[config.mk]
export PLATFORM = sky130hd
export DESIGN_NAME = seven_seg_scan_driver_flat
export DESIGN_NICKNAME = d
export VERILOG_FILES = /design/src/rtl/seven_seg_pkg.sv /design/src/rtl/seven_seg_scan_driver_if.sv /design/src/rtl/seven_seg_decode.sv /design/src/rtl/seven_seg_scan_driver.sv /design/src/flat_wrapper.sv
export SDC_FILE = /design/constraint.sdc
export NUM_CORES = 1
export LEC_CHECK = 0
export ABC_AREA = 1
export ABC_CLOCK_PERIOD_IN_PS = 2100
export BUFFER_PORTS_ARGS = -buffer_cell sky130_fd_sc_hd__buf_4
export CORE_AREA = 4 4 94 96
export CTS_CLUSTER_DIAMETER = 50
export DETAILED_ROUTE_END_ITERATION = 16
export DIE_AREA = 0 0 98 100
export SYNTH_ARGS = -nofsm -noshare
export SYNTH_HDL_FRONTEND = slang
export SYNTH_SLANG_ARGS = --single-unit
[constraint.sdc]
create_clock -name clk -period 2.1 [get_ports clk]
set_clock_uncertainty 0.2 [all_clocks]
set_input_delay 0 -clock clk [delete_from_list [all_inputs] [get_ports clk]]
set_output_delay 0 -clock clk [all_outputs]
set_load 0.05 [all_outputs]
[src/rtl/seven_seg_pkg.sv]
// Shared types and segment patterns for the seven-segment scan driver.
// Segment bit order is GFEDCBA with bit0 = segment A, active-high patterns;
// any output polarity inversion is applied by the driver after decode.
package seven_seg_pkg;

  localparam int SEG_W = 7;

  typedef logic [SEG_W-1:0] seg_t;

  localparam seg_t SEG_0     = 7'h3F;
  localparam seg_t SEG_1     = 7'h06;
  localparam seg_t SEG_2     = 7'h5B;
  localparam seg_t SEG_3     = 7'h4F;
  localparam seg_t SEG_4     = 7'h66;
  localparam seg_t SEG_5     = 7'h6D;
  localparam seg_t SEG_6     = 7'h7D;
  localparam seg_t SEG_7     = 7'h07;
  localparam seg_t SEG_8     = 7'h7F;
  localparam seg_t SEG_9     = 7'h6F;
  localparam seg_t SEG_A     = 7'h77;
  localparam seg_t SEG_B     = 7'h7C;
  localparam seg_t SEG_C     = 7'h39;
  localparam seg_t SEG_D     = 7'h5E;
  localparam seg_t SEG_E     = 7'h79;
  localparam seg_t SEG_F     = 7'h71;
  localparam seg_t SEG_BLANK = 7'h00;

endpackage

[src/rtl/seven_seg_scan_driver_if.sv]
// Front-panel display bus between the value source and the scan driver.
//   value_i    packed nibbles, nibble k = digit k, digit 0 rightmost
//   dp_i       decimal point per digit, captured together with value_i
//   load_i     one-cycle capture strobe
//   hex_mode_i show 10..15 as A b C d E F (else blank)
//   blank_lz_i suppress leading zeros
//   seg_o      GFEDCBA of the digit currently driven
//   dp_o       decimal point of the digit currently driven
//   an_o       one-hot digit enable, or all off
//   frame_o    one-cycle pulse when the scan wraps back to digit 0
// master: value source / panel controller.  slave: the scan driver.
interface seven_seg_scan_driver_if
  import seven_seg_pkg::*;
#(
  parameter int NUM_DIGITS = 4
) ();

  logic [4*NUM_DIGITS-1:0] value_i;
  logic [NUM_DIGITS-1:0]   dp_i;
  logic                    load_i;
  logic                    hex_mode_i;
  logic                    blank_lz_i;
  seg_t                    seg_o;
  logic                    dp_o;
  logic [NUM_DIGITS-1:0]   an_o;
  logic                    frame_o;

  modport master (
    output value_i, dp_i, load_i, hex_mode_i, blank_lz_i,
    input  seg_o, dp_o, an_o, frame_o
  );

  modport slave (
    input  value_i, dp_i, load_i, hex_mode_i, blank_lz_i,
    output seg_o, dp_o, an_o, frame_o
  );

endinterface

[src/rtl/seven_seg_decode.sv]
// Combinational nibble to GFEDCBA decoder (active-high patterns).
//   nibble   value 0..15
//   hex_mode 1: 10..15 render as A b C d E F; 0: they render blank
//   seg      decoded segment pattern
module seven_seg_decode
  import seven_seg_pkg::*;
(
  input  logic [3:0] nibble,
  input  logic       hex_mode,
  output seg_t       seg
);

  always_comb begin
    seg = SEG_BLANK;
    case (nibble)
      4'h0: seg = SEG_0;
      4'h1: seg = SEG_1;
      4'h2: seg = SEG_2;
      4'h3: seg = SEG_3;
      4'h4: seg = SEG_4;
      4'h5: seg = SEG_5;
      4'h6: seg = SEG_6;
      4'h7: seg = SEG_7;
      4'h8: seg = SEG_8;
      4'h9: seg = SEG_9;
      4'hA: seg = hex_mode ? SEG_A : SEG_BLANK;
      4'hB: seg = hex_mode ? SEG_B : SEG_BLANK;
      4'hC: seg = hex_mode ? SEG_C : SEG_BLANK;
      4'hD: seg = hex_mode ? SEG_D : SEG_BLANK;
      4'hE: seg = hex_mode ? SEG_E : SEG_BLANK;
      4'hF: seg = hex_mode ? SEG_F : SEG_BLANK;
      default: seg = SEG_BLANK;
    endcase
  end

endmodule

[src/rtl/seven_seg_scan_driver.sv]
// Time-multiplexed N-digit seven-segment driver.
//   clk   system clock, rising edge
//   rst_n asynchronous active-low reset
//   bus   display bus (slave side): value/dp/load/mode inputs,
//         seg/dp/an/frame registered outputs
// One digit is driven per slot of SCAN_DIV cycles; the first BLANK_CYC cycles
// of each slot keep all anodes off so the previous digit cannot ghost.
// New values land in pending registers and are copied to the display
// registers only at the frame boundary, so a frame never shows a mix.
module seven_seg_scan_driver
  import seven_seg_pkg::*;
#(
  parameter int NUM_DIGITS  = 4,
  parameter int SCAN_DIV    = 50000,
  parameter int BLANK_CYC   = 4,
  parameter bit SEG_ACT_LOW = 1'b0,
  parameter bit AN_ACT_LOW  = 1'b0
) (
  input  logic                    clk,
  input  logic                    rst_n,
  seven_seg_scan_driver_if.slave  bus
);

  localparam int CNT_W = (SCAN_DIV > 1) ? $clog2(SCAN_DIV) : 1;
  localparam int IDX_W = (NUM_DIGITS > 1) ? $clog2(NUM_DIGITS) : 1;
  localparam int VAL_W = 4 * NUM_DIGITS;

  localparam logic [CNT_W-1:0]      CNT_LAST = CNT_W'(SCAN_DIV - 1);
  localparam logic [IDX_W-1:0]      IDX_LAST = IDX_W'(NUM_DIGITS - 1);
  localparam seg_t                  SEG_INV  = {SEG_W{SEG_ACT_LOW}};
  localparam logic [NUM_DIGITS-1:0] AN_INV   = {NUM_DIGITS{AN_ACT_LOW}};

  if (NUM_DIGITS < 1 || NUM_DIGITS > 8) begin : g_bad_num_digits
    $error("seven_seg_scan_driver: NUM_DIGITS must be 1..8");
  end
  if (SCAN_DIV < 2) begin : g_bad_scan_div
    $error("seven_seg_scan_driver: SCAN_DIV must be >= 2");
  end
  if (BLANK_CYC < 0 || BLANK_CYC > SCAN_DIV - 1) begin : g_bad_blank_cyc
    $error("seven_seg_scan_driver: BLANK_CYC must be 0..SCAN_DIV-1");
  end

  logic [CNT_W-1:0]      cnt;
  logic [IDX_W-1:0]      idx;
  logic                  slot_wrap;
  logic                  frame_wrap;

  logic [VAL_W-1:0]      pend_val;
  logic [NUM_DIGITS-1:0] pend_dp;
  logic [VAL_W-1:0]      disp_val;
  logic [NUM_DIGITS-1:0] disp_dp;

  logic [NUM_DIGITS-1:0] lz_blank;
  logic                  zero_above;
  logic [3:0]            cur_nib;
  seg_t                  dec_seg;
  seg_t                  seg_nxt;
  logic [NUM_DIGITS-1:0] an_nxt;

  seg_t                  seg_q;
  logic                  dp_q;
  logic [NUM_DIGITS-1:0] an_q;
  logic                  frame_q;

  assign slot_wrap  = (cnt == CNT_LAST);
  assign frame_wrap = slot_wrap && (idx == IDX_LAST);

  always_ff @(posedge clk or negedge rst_n) begin
    if (!rst_n) begin
      cnt <= '0;
      idx <= '0;
    end else if (slot_wrap) begin
      cnt <= '0;
      idx <= frame_wrap ? '0 : idx + 1'b1;
    end else begin
      cnt <= cnt + 1'b1;
    end
  end

  // A load coinciding with the frame wrap bypasses the pending registers so
  // the new value is shown from the very frame that starts next.
  always_ff @(posedge clk or negedge rst_n) begin
    if (!rst_n) begin
      pend_val <= '0;
      pend_dp  <= '0;
      disp_val <= '0;
      disp_dp  <= '0;
    end else begin
      if (bus.load_i) begin
        pend_val <= bus.value_i;
        pend_dp  <= bus.dp_i;
      end
      if (frame_wrap) begin
        disp_val <= bus.load_i ? bus.value_i : pend_val;
        disp_dp  <= bus.load_i ? bus.dp_i    : pend_dp;
      end
    end
  end

  // Digit k (k > 0) is a leading zero when it and every higher digit hold a
  // zero nibble with no decimal point lit.
  always_comb begin
    lz_blank   = '0;
    zero_above = 1'b1;
    for (int k = NUM_DIGITS - 1; k >= 1; k--) begin
      zero_above  = zero_above && (disp_val[4*k +: 4] == 4'h0) && !disp_dp[k];
      lz_blank[k] = zero_above;
    end
  end

  assign cur_nib = disp_val[4*int'(idx) +: 4];

  seven_seg_decode u_decode (
    .nibble   (cur_nib),
    .hex_mode (bus.hex_mode_i),
    .seg      (dec_seg)
  );

  always_comb begin
    an_nxt = '0;
    if (int'(cnt) >= BLANK_CYC) begin
      an_nxt[idx] = 1'b1;
    end
    seg_nxt = (bus.blank_lz_i && lz_blank[idx]) ? SEG_BLANK : dec_seg;
  end

  always_ff @(posedge clk or negedge rst_n) begin
    if (!rst_n) begin
      an_q    <= AN_INV;
      seg_q   <= SEG_INV;
      dp_q    <= SEG_ACT_LOW;
      frame_q <= 1'b0;
    end else begin
      an_q    <= an_nxt ^ AN_INV;
      seg_q   <= seg_nxt ^ SEG_INV;
      dp_q    <= disp_dp[idx] ^ SEG_ACT_LOW;
      frame_q <= frame_wrap;
    end
  end

  assign bus.an_o    = an_q;
  assign bus.seg_o   = seg_q;
  assign bus.dp_o    = dp_q;
  assign bus.frame_o = frame_q;

endmodule

[src/flat_wrapper.sv]
// flat-port wrapper written by rule: the top's interface ports become plain ports
module seven_seg_scan_driver_flat import seven_seg_pkg::*;
#(
  parameter int NUM_DIGITS  = 4,
  parameter int SCAN_DIV    = 50000,
  parameter int BLANK_CYC   = 4,
  parameter bit SEG_ACT_LOW = 1'b0,
  parameter bit AN_ACT_LOW  = 1'b0
)
  (clk, rst_n, bus_value_i, bus_dp_i, bus_load_i, bus_hex_mode_i, bus_blank_lz_i, bus_seg_o, bus_dp_o, bus_an_o, bus_frame_o);
  seven_seg_scan_driver_if #(.NUM_DIGITS(NUM_DIGITS)) bus_i ();
  input  logic clk;
  input  logic rst_n;
  input wire logic [$bits(bus_i.value_i)-1:0] bus_value_i;
  input wire logic [$bits(bus_i.dp_i)-1:0] bus_dp_i;
  input wire logic [$bits(bus_i.load_i)-1:0] bus_load_i;
  input wire logic [$bits(bus_i.hex_mode_i)-1:0] bus_hex_mode_i;
  input wire logic [$bits(bus_i.blank_lz_i)-1:0] bus_blank_lz_i;
  output wire logic [$bits(bus_i.seg_o)-1:0] bus_seg_o;
  output wire logic [$bits(bus_i.dp_o)-1:0] bus_dp_o;
  output wire logic [$bits(bus_i.an_o)-1:0] bus_an_o;
  output wire logic [$bits(bus_i.frame_o)-1:0] bus_frame_o;
  assign bus_i.value_i = bus_value_i;
  assign bus_i.dp_i = bus_dp_i;
  assign bus_i.load_i = bus_load_i;
  assign bus_i.hex_mode_i = bus_hex_mode_i;
  assign bus_i.blank_lz_i = bus_blank_lz_i;
  assign bus_seg_o = bus_i.seg_o;
  assign bus_dp_o = bus_i.dp_o;
  assign bus_an_o = bus_i.an_o;
  assign bus_frame_o = bus_i.frame_o;
  seven_seg_scan_driver #(.NUM_DIGITS(NUM_DIGITS), .SCAN_DIV(SCAN_DIV), .BLANK_CYC(BLANK_CYC), .SEG_ACT_LOW(SEG_ACT_LOW), .AN_ACT_LOW(AN_ACT_LOW)) u_core (.clk(clk), .rst_n(rst_n), .bus(bus_i));
endmodule
== Word level (Yosys, flattened, before mapping) ==
Index checks and enable logic that the tools add are counted.
Word-level totals
  flip-flop bits (word level): 71
  word-level logic and storage cells: 67
Cells by class
  $add $sub $neg: 2
  $lt $le $gt $ge: 3
  eq/ne operators: 17
  shifts and indexed selects: 1
  muxes and demuxes: 19
  reductions and logical operators: 15
Operators by type and width (number)
  7-bit one-hot mux with 16 select lines: 1
  7-bit two-way mux: 6
  4-bit == test, second input constant: 8
  16-bit two-way mux: 2
  16-bit by 1-bit adder with 16-bit output, second input constant: 1
  16-bit == test, second input constant: 1
  4-bit by 3-bit == test with 1-bit output, second input constant: 4
  16-bit by 3-bit greater-or-equal comparator with 1-bit output, second input constant: 1
  4-bit logical NOT: 4
  16-bit by 5-bit indexed part select with 4-bit output: 1
  4-bit by 2-bit == test with 1-bit output, second input constant: 2
  1-bit logical AND: 8
  4-bit two-way mux: 2
  6-bit two-way mux: 1
  1-bit binary-select mux with 2-bit select: 2
  4-bit by 1-bit == test with 1-bit output, second input constant: 1
  1-bit logical NOT: 3
  2-bit by 3-bit < comparator with 1-bit output, second input constant: 1
  1-bit two-way mux: 3
  2-bit by 1-bit adder with 2-bit output, second input constant: 1
  1-bit demux with 2-bit select: 1
  2-bit == test, second input constant: 1
  2-bit by 1-bit greater-or-equal comparator with 1-bit output, second input constant: 1
  2-bit two-way mux: 1

== Logic depth before layout (Yosys ltp) ==
Gate-level depths: netlist (run 1).
  depth after elaboration: 10
  gate-level depth with buffers: 12
  gate-level depth less buffers: 12

== Modules after synthesis ==
Synthesis (run 1) repeated with hierarchy kept, for this count alone.
Second synthesis, totals
  cell total of the unflattened synthesis: 440
  area total of the unflattened synthesis: 3532.1 µm²
By module, submodules not included
  seven_seg_scan_driver: instances 1, cells an instance 386, area each 3301.9 µm², sequential area each 1776.7 µm²
  seven_seg_decode: instances 1, cells an instance 54, area each 230.2 µm², sequential area each 0.0 µm²

== Worst setup path after synthesis (run 1) ==
No wires, ideal clock.
  path kind: reg2reg
  start point: register u_core.cnt[0]
  end point: register u_core.disp_dp[0]
  setup time: 0.121 ns
  data arrival time: 1.325 ns
  data required time: 1.779 ns
  setup slack: 0.455 ns
  stages on the path, launching flop included: 11
  buffers on the path: 2
  clock period less this slack: 1.645 ns
  path through: dfrtp_1 -> ha_1 -> nand2_2 -> inv_2 -> nand2_2 -> inv_1 -> nand3_2 -> buf_6 -> buf_6 -> o21ai_1 -> nand2_1
On the way
  longest elaborated chain between the ends: 2
Ends and longest elaborated chain
  start: declaration: RTL line seven_seg_scan_driver.sv:43  | logic [CNT_W-1:0] cnt;
  start signal: assignment: RTL line seven_seg_scan_driver.sv:76  | cnt <= cnt + 1'b1;
  16-bit == test: RTL line seven_seg_scan_driver.sv:65  | assign slot_wrap = (cnt == CNT_LAST);
  1-bit logical AND: RTL line seven_seg_scan_driver.sv:66  | assign frame_wrap = slot_wrap && (idx == IDX_LAST);
  end signal: assignment: RTL line seven_seg_scan_driver.sv:95  | disp_dp <= bus.load_i ? bus.dp_i : pend_dp;
  end: declaration: RTL line seven_seg_scan_driver.sv:51  | logic [NUM_DIGITS-1:0] disp_dp;
No other way between the ends.
A chain may end at the register's enable or synchronous reset.

== Worst setup path after layout (run 1) ==
  start point: register u_core.cnt[0]
  end point: register u_core.disp_val[1]
On the way
  longest elaborated chain between the ends: 2
Ends and longest elaborated chain
  16-bit == test: RTL line seven_seg_scan_driver.sv:65
  1-bit logical AND: RTL line seven_seg_scan_driver.sv:66
  end signal: assignment: RTL line seven_seg_scan_driver.sv:94  | disp_val <= bus.load_i ? bus.value_i : pend_val;
  end: declaration: RTL line seven_seg_scan_driver.sv:50  | logic [VAL_W-1:0] disp_val;
No other way between the ends.

==> results of run 1 <==
[sequential cells by signal, summed over array words and instances, names as in the netlist]
| signal | count |
|---|---|
| u_core.bus.an_o | 4 |
| u_core.pend_dp | 4 |
| u_core.idx | 2 |
| u_core.pend_val | 16 |
| u_core.bus.dp_o | 1 |
| u_core.bus.frame_o | 1 |
| u_core.disp_val | 16 |
| u_core.cnt | 16 |
| u_core.bus.seg_o | 7 |
| u_core.disp_dp | 4 |
[routing by layer]
layer | GRT usage | up-vias
met3 | 0.0292 | 7
met4 | 0.0671 | 0
li1 | - | 1408
met5 | 0 | -
met2 | 0.279 | 41
met1 | 0.209 | 1300
[worst paths after layout]
| path | from | to | depth (start not counted) |
|---|---|---|---|
| max in group asynchronous | rst_n | u_core.cnt[13]$_DFF_PN0_ | 4 |
| min reg2reg | u_core.cnt[0]$_DFF_PN0_ | u_core.cnt[0]$_DFF_PN0_ | 1 |
| min in group asynchronous | rst_n | u_core.pend_val[10]$_DFF_PN0_ | 4 |
| max | u_core.cnt[0]$_DFF_PN0_ | u_core.disp_val[1]$_DFFE_PN0P_ | 9 |
| max reg2reg | u_core.cnt[0]$_DFF_PN0_ | u_core.disp_val[1]$_DFFE_PN0P_ | 9 |
| min | bus_blank_lz_i | u_core.bus.seg_o[3]$_DFF_PN0_ | 7 |
[final cells by class]
cell class                      count  share of cell area
Inverter                           47              0.0399
Multi-Input combinational cell    257               0.325
Tap cell                          105              0.0285
Clock buffer                       12              0.0337
Clock inverter                      4              0.0166
Sequential cell                    71               0.385
Timing Repair Buffer               87               0.170
[synth_stat cells]
cell / instances / area share
o211ai_1: 1 / 0.0021
o21ai_0: 21 / 0.030
o22ai_1: 2 / 0.0035
nor2_2: 4 / 0.0070
buf_2: 2 / 0.0028
nand4_1: 4 / 0.0070
nand3_1: 15 / 0.021
inv_2: 7 / 0.0074
a21oi_1: 9 / 0.013
a31oi_1: 1 / 0.0018
buf_6: 7 / 0.022
nor4_1: 5 / 0.0088
clkinv_1: 2 / 0.0021
xor2_1: 7 / 0.017
nor2_4: 2 / 0.0063
nand2_4: 5 / 0.016
inv_4: 1 / 0.0018
nand2_1: 87 / 0.092
o21ai_1: 10 / 0.014
nor3_2: 1 / 0.0028
nor3_1: 2 / 0.0028
clkinv_4: 1 / 0.0025
inv_1: 36 / 0.038
and2_1: 1 / 0.0018
mux2_2: 20 / 0.063
and3_1: 1 / 0.0018
nand3b_1: 3 / 0.0063
nand3_4: 2 / 0.0099
nor2_1: 29 / 0.031
o21a_1: 1 / 0.0021
nand3_2: 8 / 0.023
ha_1: 6 / 0.021
clkbuf_1: 1 / 0.0011
dfrtp_1: 71 / 0.50
nand2_2: 9 / 0.016
nor3b_1: 1 / 0.0021
[cells by family after synthesis]
logic type,after synthesis,share of synthesized area
buf+inv,57,0.0778
compound gates,45,0.0658
flops,71,0.500
simple gates,179,0.255
mux,20,0.0634
fa+ha+maj,6,0.0211
xor+xnor,7,0.0173
[where the power goes]
group          total [mW]  internal (mW)  switching, mW  leakage, nW
registers            1.42           1.41         0.0102        0.808
clock network        1.25          0.739          0.507        0.113
logic               0.254          0.156         0.0985         1.26
total                2.92           2.30          0.615         2.18
[tightest hold or removal path, cell delays in order]
cell and delay (ns):
buf_4 0.11, nor3b_1 0.12, nand3_1 0.06, nor2_1 0.04
nand2_1 0.08, nand2_1 0.06, inv_1 0.04
[per-stage QoR]
step                      setup slack (ns)  utilization
after floorplan                      0.455            -
after global placement               0.321        0.488
after detailed placement             0.253        0.488
after CTS                            0.231        0.572
after global routing                0.0396        0.572
final                                0.240        0.572
[repair_timing]
action	4_1_cts	5_1_grt
hold endpoints to repair	115	0
gates resized for setup	0	0
hold buffers	44	0
endpoints found under the setup margin	0	0
buffers inserted	0	0
==> run metrics, run 1 <==
worst hold path type in2reg; H-tree Lvls 3; slowest library cell on the worst path dfrtp_1; placed inst area 0.00393 mm2; RSZ-0062 raised after global routing no; share of cells above drive strength 1 0.249; Layout fillers 737; FMAX 538 MHz; commonest non-fill, non-tap cell in the layout nand2_1; area taken by multi-input logic gates 0.00150 mm2; Final Cycle Share 0.886; crit path max fanout 16; Final GP Congestion 0.955; Buffers on Ports 37; Tightest Pin Transition 0.429 ns; Post-Syn Instances 385; top sig layer met4; Startpoint Class flop; clk buf depth 2; WL met2 3580 um; final wirelength 7290 um; total number of vias 2,756; #FFs+latches synth 71; # DRC 0; Non-Filler Instances 583; Die Y 100 um; number of max-cap violations 0; IO Count 38; detailed placement HPWL 5040 um; TritonCTS buffer count 9; CP Cell Sequence ha_1 -> nand2_2 -> inv_2 -> nand2_2 -> inv_1 -> nand3_2 -> buf_4 -> o21ai_0 -> nand2_1; sequential cell area 0.00178 mm2; WL per Instance 12.5 um; Site Rows 33; first-pass GRT wire length 13,000 um; warnings from Yosys 0; Syn Area/Cell 9.23 um2; FF-to-FF setup slack 0.24 ns; All-Layer GR Usage 0.164; CP endpoint kind flop; CTS tree done; Pre-Repair DR Iteration Count 4; Die W 98 um; DIE AREA 0.00980 mm2; clock-pin slew on the worst setup and hold paths 0.08 ns; Crit Path Class reg2reg; Critical Path AT 1.89 ns; pins over their slew limit 0; Synth Cell Area 0.00355 mm2; sequential share of the synthesized area 0.500; CP peak stage delay 0.39 ns; Pleak 2.18 nW; Layout Nets 504; largest net degree at the start of global routing 44; DRT met1 WL 3360 um; status finished clean; most used cell along the critical path nand2_2; final hold slack 0.00698 ns; Via-to-Cell Ratio 4.73; Worst VDD drop 0.311 mV; Clock Tree Root clkbuf_8; Sink Count 71; min Tclk post-route 1.86 ns; synth unique cells 36; Initial Utilization 0.441; vias in the first global route 2,810; Setup-failing EPs final 0; CORE AREA 0.00805 mm2; relative slew slack 0.714; Non-Filler Cell Area, Final 0.00461 mm2; Final Hold Violating Endpoints 0; aggregate negative setup slack 0 ns; antenna violations before repair 0; Layout area overhead 29.7%; cell area power density 633 mW/mm2; final total power 2.92 mW; Post-DRT Antenna Nets 0; cell family contributing the most delay on the critical path buffers and inverters; total gr overflow 0; # placed instances 523; Critical Path RT 2.13 ns; most frequent cells in the layout 87 x nand2_1, 71 x dfrtp_1, 43 x dlygate4sd3_1; met3 wire length 247 um; Clock Latency Late Sink 0.34 ns; Syn Nets 416; critical path buffer and inverter count 3; n_diodes 0; drt first-iter violations 98
No activity file was read; power rests on OpenSTA's default activity.
==> run 2: changes to the inputs <==
CORE_AREA = 4 4 114 116   (was 4 4 94 96)
CTS_CLUSTER_SIZE = 20   (was unset)
DIE_AREA = 0 0 118 120   (was 0 0 98 100)
SLEW_MARGIN = 0   (was unset)
==> run 2 against run 1 <==
  * Largest cell class unchanged
  * Critical endpoint is now u_core.disp_val[4]$_DFFE_PN0P_
  * Worst setup slack better by 0.0063 ns
  * Die area is 44% higher
  * Worst hold slack improved by 0.010 ns
  * Sequential power barely moved
  * Combinational power decreased by 3%
  * Flip-flop and latch count unchanged
  * Non-clock buffer count decreased by 3
  * Critical path depth is the same
  * Routed wire length grew 4.3%
  * Register-to-register slack is essentially flat
==> run metrics, run 2 (same netlist as run 1, synthesis figures left out) <==
Layout Nets 501; n_diodes 0; relative slew slack 0.413; final wirelength 7600 um; Final Hold Violating Endpoints 0; Site Rows 40; final hold slack 0.0171 ns; Sink Count 71; Clock Latency Late Sink 0.33 ns; # DRC 0; Crit Path Class reg2reg; Clock Tree Root clkbuf_16; WL per Instance 12.2 um; CP endpoint kind flop; TritonCTS buffer count 9; min Tclk post-route 1.85 ns; status finished clean; worst hold path type in2reg; Critical Path RT 2.11 ns; clk buf depth 2; Critical Path AT 1.87 ns; FMAX 539 MHz; drt first-iter violations 157; Setup-failing EPs final 0; Pre-Repair DR Iteration Count 4; H-tree Lvls 3; clock-pin slew on the worst setup and hold paths 0.06 ns; CTS tree done; first-pass GRT wire length 13,700 um; Die Y 120 um; registers with the most flip-flops u_core.cnt: 16 flops, u_core.disp_val: 16 flops, u_core.pend_val: 16 flops; area taken by multi-input logic gates 0.00150 mm2; vias in the first global route 2,964; Startpoint Class flop; DIE AREA 0.0142 mm2; Worst VDD drop 0.331 mV; Initial Utilization 0.298; aggregate negative setup slack 0 ns; Layout fillers 1,235; crit path max fanout 16; RSZ-0062 raised after global routing no; largest net degree at the start of global routing 72; number of max-cap violations 0; pins over their slew limit 0; Post-DRT Antenna Nets 0; All-Layer GR Usage 0.118; detailed placement HPWL 5370 um; final total power 3.21 mW; commonest non-fill, non-tap cell in the layout nand2_1; sequential cell area 0.00178 mm2; most frequent cells in the layout 87 x nand2_1, 71 x dfrtp_1, 42 x dlygate4sd3_1, 42 x buf_4, 36 x inv_1; CORE AREA 0.0119 mm2; Final Cycle Share 0.883; Final GP Congestion 0.910; Post-CTS Setup Inserts 0; IO Count 38; antenna violations before repair 0; Buffers on Ports 37; cell area power density 685 mW/mm2; total gr overflow 0; share of cells above drive strength 1 0.246; total number of vias 2,804; Die W 118 um; Via-to-Cell Ratio 4.51; Tightest Pin Transition 0.881 ns; Pleak 2.20 nW; Layout area overhead 32.0%
## run 2: stage by stage
stage	utilization	cell area, um2	setup slack (ns)	cells
floorplan	-	3550	0.455	385
global placement	0.332	3960	0.343	564
detailed placement	0.332	3960	0.263	564
CTS	0.394	4690	0.250	622
global route	0.394	4690	0.0821	622
finish	0.394	4690	0.246	622
## run 2: layout make-up
class	instances	share of cell area
Clock buffer	13	0.0576
Inverter	47	0.0392
Timing Repair Buffer	84	0.157
Clock inverter	3	0.00854
Tap cell	147	0.0392
Multi-Input combinational cell	257	0.320
Sequential cell	71	0.379
## run 2: report_power, final
group	internal [mW]	total [mW]	switching, mW
Combinational	0.147	0.246	0.0987
Clock	1.01	1.55	0.534
Sequential	1.41	1.42	0.00942
## run 2: worst max-delay path, stage by stage, from the launching register on
cell and delay [ns]:
dfrtp_1 0.39, ha_1 0.20, nand2_2 0.07, inv_2 0.06
nand2_2 0.07, inv_1 0.10, nand3_2 0.16, buf_4 0.24
o21ai_0 0.18, nand2_1 0.07
## run 2: final timing paths
check | start | endpoint | slack [ns] | depth (start not counted)
setup / recovery | u_core.cnt[0]$_DFF_PN0_ | u_core.disp_val[4]$_DFFE_PN0P_ | 0.25 | 9
hold / removal | bus_blank_lz_i | u_core.bus.seg_o[3]$_DFF_PN0_ | 0.02 | 7
setup reg to reg | u_core.cnt[0]$_DFF_PN0_ | u_core.disp_val[4]$_DFFE_PN0P_ | 0.25 | 9
hold reg to reg | u_core.disp_dp[0]$_DFFE_PN0P_ | u_core.disp_dp[0]$_DFFE_PN0P_ | 0.29 | 2
max in group asynchronous | rst_n | u_core.pend_val[15]$_DFF_PN0_ | 0.99 | 2
min in group asynchronous | rst_n | u_core.pend_val[7]$_DFF_PN0_ | 0.13 | 2
## run 2: repair_timing
item	4_1_cts	5_1_grt
endpoints found under the hold margin	114	0
hold buffers	42	0
gates resized for setup	0	0
## run 2: layer usage
| layer | global-route usage | routed length (um) |
|---|---|---|
| met3 | 0.0434 | 339 |
| met5 | 0 | 0 |
| met4 | 0.0322 | 109 |
| met2 | 0.197 | 3760 |
| met1 | 0.143 | 3400 |
==> run 3: changes to the inputs <==
--- a/config.mk
+++ b/config.mk
@@ -9,9 +9,9 @@
 export ABC_CLOCK_PERIOD_IN_PS = 2100
 export BUFFER_PORTS_ARGS = -buffer_cell sky130_fd_sc_hd__buf_4
-export CORE_AREA = 4 4 114 116
+export CORE_AREA = 4 4 159 84
 export CTS_CLUSTER_DIAMETER = 50
 export CTS_CLUSTER_SIZE = 20
 export DETAILED_ROUTE_END_ITERATION = 16
-export DIE_AREA = 0 0 118 120
+export DIE_AREA = 0 0 163 88
 export SLEW_MARGIN = 0
 export SYNTH_ARGS = -nofsm -noshare
==> constraint.sdc (replaced) <==
create_clock -name clk -period 2.1 [get_ports clk]
set_clock_uncertainty 0.2 [all_clocks]
set_input_delay 0 -clock clk [delete_from_list [all_inputs] [get_ports clk]]
set_output_delay 0 -clock clk [all_outputs]
set_load 0.01 [all_outputs]
==> run 3 against run 2 <==
  * The run now ends with negative hold slack left
  * Clock power down 12%
  * Combinational power shrank 2%
  * Sequential power hardly changed
  * Worst setup slack better by 0.024 ns
  * Die area up 1.3%
  * Critical path depth unchanged
  * Worst hold slack got worse by 0.019 ns
  * Global-route usage increased by 0.099 points
  * Routed wire length unchanged
  * Sequential share of layout area shrank 0.12 points
  * Critical endpoint is now u_core.bus.seg_o[0]$_DFF_PN0_
  * Flip-flop and latch count unchanged
==> run metrics, run 3 (same netlist as run 1, synthesis figures left out) <==
RSZ-0062 raised after global routing no; worst hold path type in2async; detailed placement HPWL 5310 um; top sig layer met4; All-Layer GR Usage 0.119; Internal Pwr Total 2.41 mW; clock share of power 0.450; commonest non-fill, non-tap cell in the layout nand2_1; total gr overflow 0; Die Y 88 um; Clock Tree Root clkbuf_16; # DRC 0; Post-DRT Antenna Nets 0; Via-to-Cell Ratio 4.34; NetSw 0.616 mW; final hold slack -0.00195 ns; Clock Latency Late Sink 0.33 ns; Pleak 2.19 nW; Seq pwr share 0.470; largest net degree at the start of global routing 42; Final Hold Violating Endpoints 6; Worst VDD drop 0.461 mV; CORE AREA 0.0118 mm2; Core Util, Final 0.400; WL met2 3520 um; clk buf depth 2; status finished with violations; DIE AREA 0.0143 mm2; Crit Path Class reg2reg; Sw Ratio 0.203; WL per Instance 11.9 um; Startpoint Class flop; CP endpoint kind flop; cell area power density 643 mW/mm2; Die W 163 um; Post-CTS Setup Inserts 0; Buffers on Ports 37; CTS tree done; number of max-cap violations 0; Pre-Repair DR Iteration Count 4; Initial Utilization 0.302; n_diodes 0; total number of vias 2,783; met3 wire length 300 um; registers with the most flip-flops u_core.cnt: 16 flops, u_core.disp_val: 16 flops, u_core.pend_val: 16 flops; Critical Path AT 1.89 ns; DRT met1 WL 3610 um; drt first-iter violations 129; pins over their slew limit 0; final wirelength 7600 um; crit path max fanout 11; Site Rows 28; Sink Count 71; min Tclk post-route 1.83 ns; H-tree Lvls 3; share of cells above drive strength 1 0.244; vias in the first global route 2,900; Critical Path RT 2.16 ns; IO Count 38; failing checks negative hold slack; clock-pin slew on the worst setup and hold paths 0.05 ns; antenna violations before repair 0; Tightest Pin Transition 0.534 ns; most frequent cells in the layout 87 x nand2_1, 71 x dfrtp_1, 43 x dlygate4sd3_1, 43 x buf_4, 36 x inv_1; Layout Nets 504; FMAX 546 MHz; logic gate share of total power 0.080; aggregate negative setup slack 0 ns; TritonCTS buffer count 9; first-pass GRT wire length 13,500 um; Layout area overhead 32.4%; relative slew slack 0.644; Setup-failing EPs final 0; Final GP Congestion 0.824; Final Cycle Share 0.872
-- run 3: cell count changes in the layout (fill, tap and decap cells not counted) --
cell           previous run  this run
buf_4                    42        43
clkbuf_1                  1         2
buf_12                    0         1
clkbuf_8                  3         2
dlygate4sd3_1            42        43
bufinv_16                 1         0
clkinv_2                  2         1
-- run 3: worst paths after layout --
path / startpoint / to / slack (ns) / cells after the start
setup / recovery: u_core.idx[1]$_DFFE_PN0P_ / u_core.bus.seg_o[0]$_DFF_PN0_ / 0.27 / 9
hold / removal: rst_n / u_core.cnt[1]$_DFF_PN0_ / -0.002 / 2
setup reg to reg: u_core.idx[1]$_DFFE_PN0P_ / u_core.bus.seg_o[0]$_DFF_PN0_ / 0.27 / 9
hold reg to reg: u_core.disp_dp[0]$_DFFE_PN0P_ / u_core.disp_dp[0]$_DFFE_PN0P_ / 0.28 / 2
max in group asynchronous: rst_n / u_core.bus.seg_o[0]$_DFF_PN0_ / 1.15 / 3
min in group clk: bus_load_i / u_core.disp_dp[1]$_DFFE_PN0P_ / 0.08 / 4
-- run 3: worst max-delay path: stages (launching register included) --
cell and delay (ns):
dfrtp_1 0.54, inv_4 0.20, nand3_2 0.12, nand2_4 0.15, inv_2 0.07, nor2_2 0.15
nand2_1 0.11, nand3_1 0.10, nor2_1 0.05, nor2_1 0.07
-- run 3: routing by layer --
| layer | global-route usage | vias up |
|---|---|---|
| met3 | 0.0376 | 13 |
| met5 | 0 | - |
| met1 | 0.145 | 1314 |
| met2 | 0.197 | 44 |
| li1 | - | 1412 |
| met4 | 0.0533 | 0 |
-- run 3: repair_timing --
action                    in CTS  in global routing
resized for setup              0                  0
hold buffers                  43                  0
hold endpoints to repair     114                  0
-- run 3: power by group through the flow --
| stage | Sequential (mW) | Clock [mW] | Combinational, mW |
|---|---|---|---|
| 2_1_floorplan | 1.44 | 0 | 0.0646 |
| 5_1_grt | 1.42 | 1.47 | 0.268 |
| 6_report | 1.42 | 1.36 | 0.242 |
| 4_1_cts | 1.42 | 1.41 | 0.242 |
| 3_3_place_gp | 1.44 | 0 | 0.151 |
| 3_5_place_dp | 1.45 | 0 | 0.152 |
-- run 3: layout make-up --
class | instances | area (um2)
sequential | 71 | 1780
inverter | 47 | 184
tap | 165 | 206
fill | 1186 | 7070
clock buffer | 13 | 260
clock inverter | 1 | 5.00
multi-input combinational | 257 | 1500
timing repair buffer | 87 | 773
-- run 3: through the flow --
step	hold slack (ns)	power (mW)	instances	setup WS (ns)	instance area, um2
floorplan	-0.496	1.51	385	0.455	3550
finish	-0.00195	3.03	641	0.270	4710
detailed placement	-0.179	1.60	584	0.309	4010
global route	0.0602	3.17	641	0.106	4710
CTS	0.00530	3.08	641	0.265	4710
global placement	-0.183	1.59	584	0.354	4010
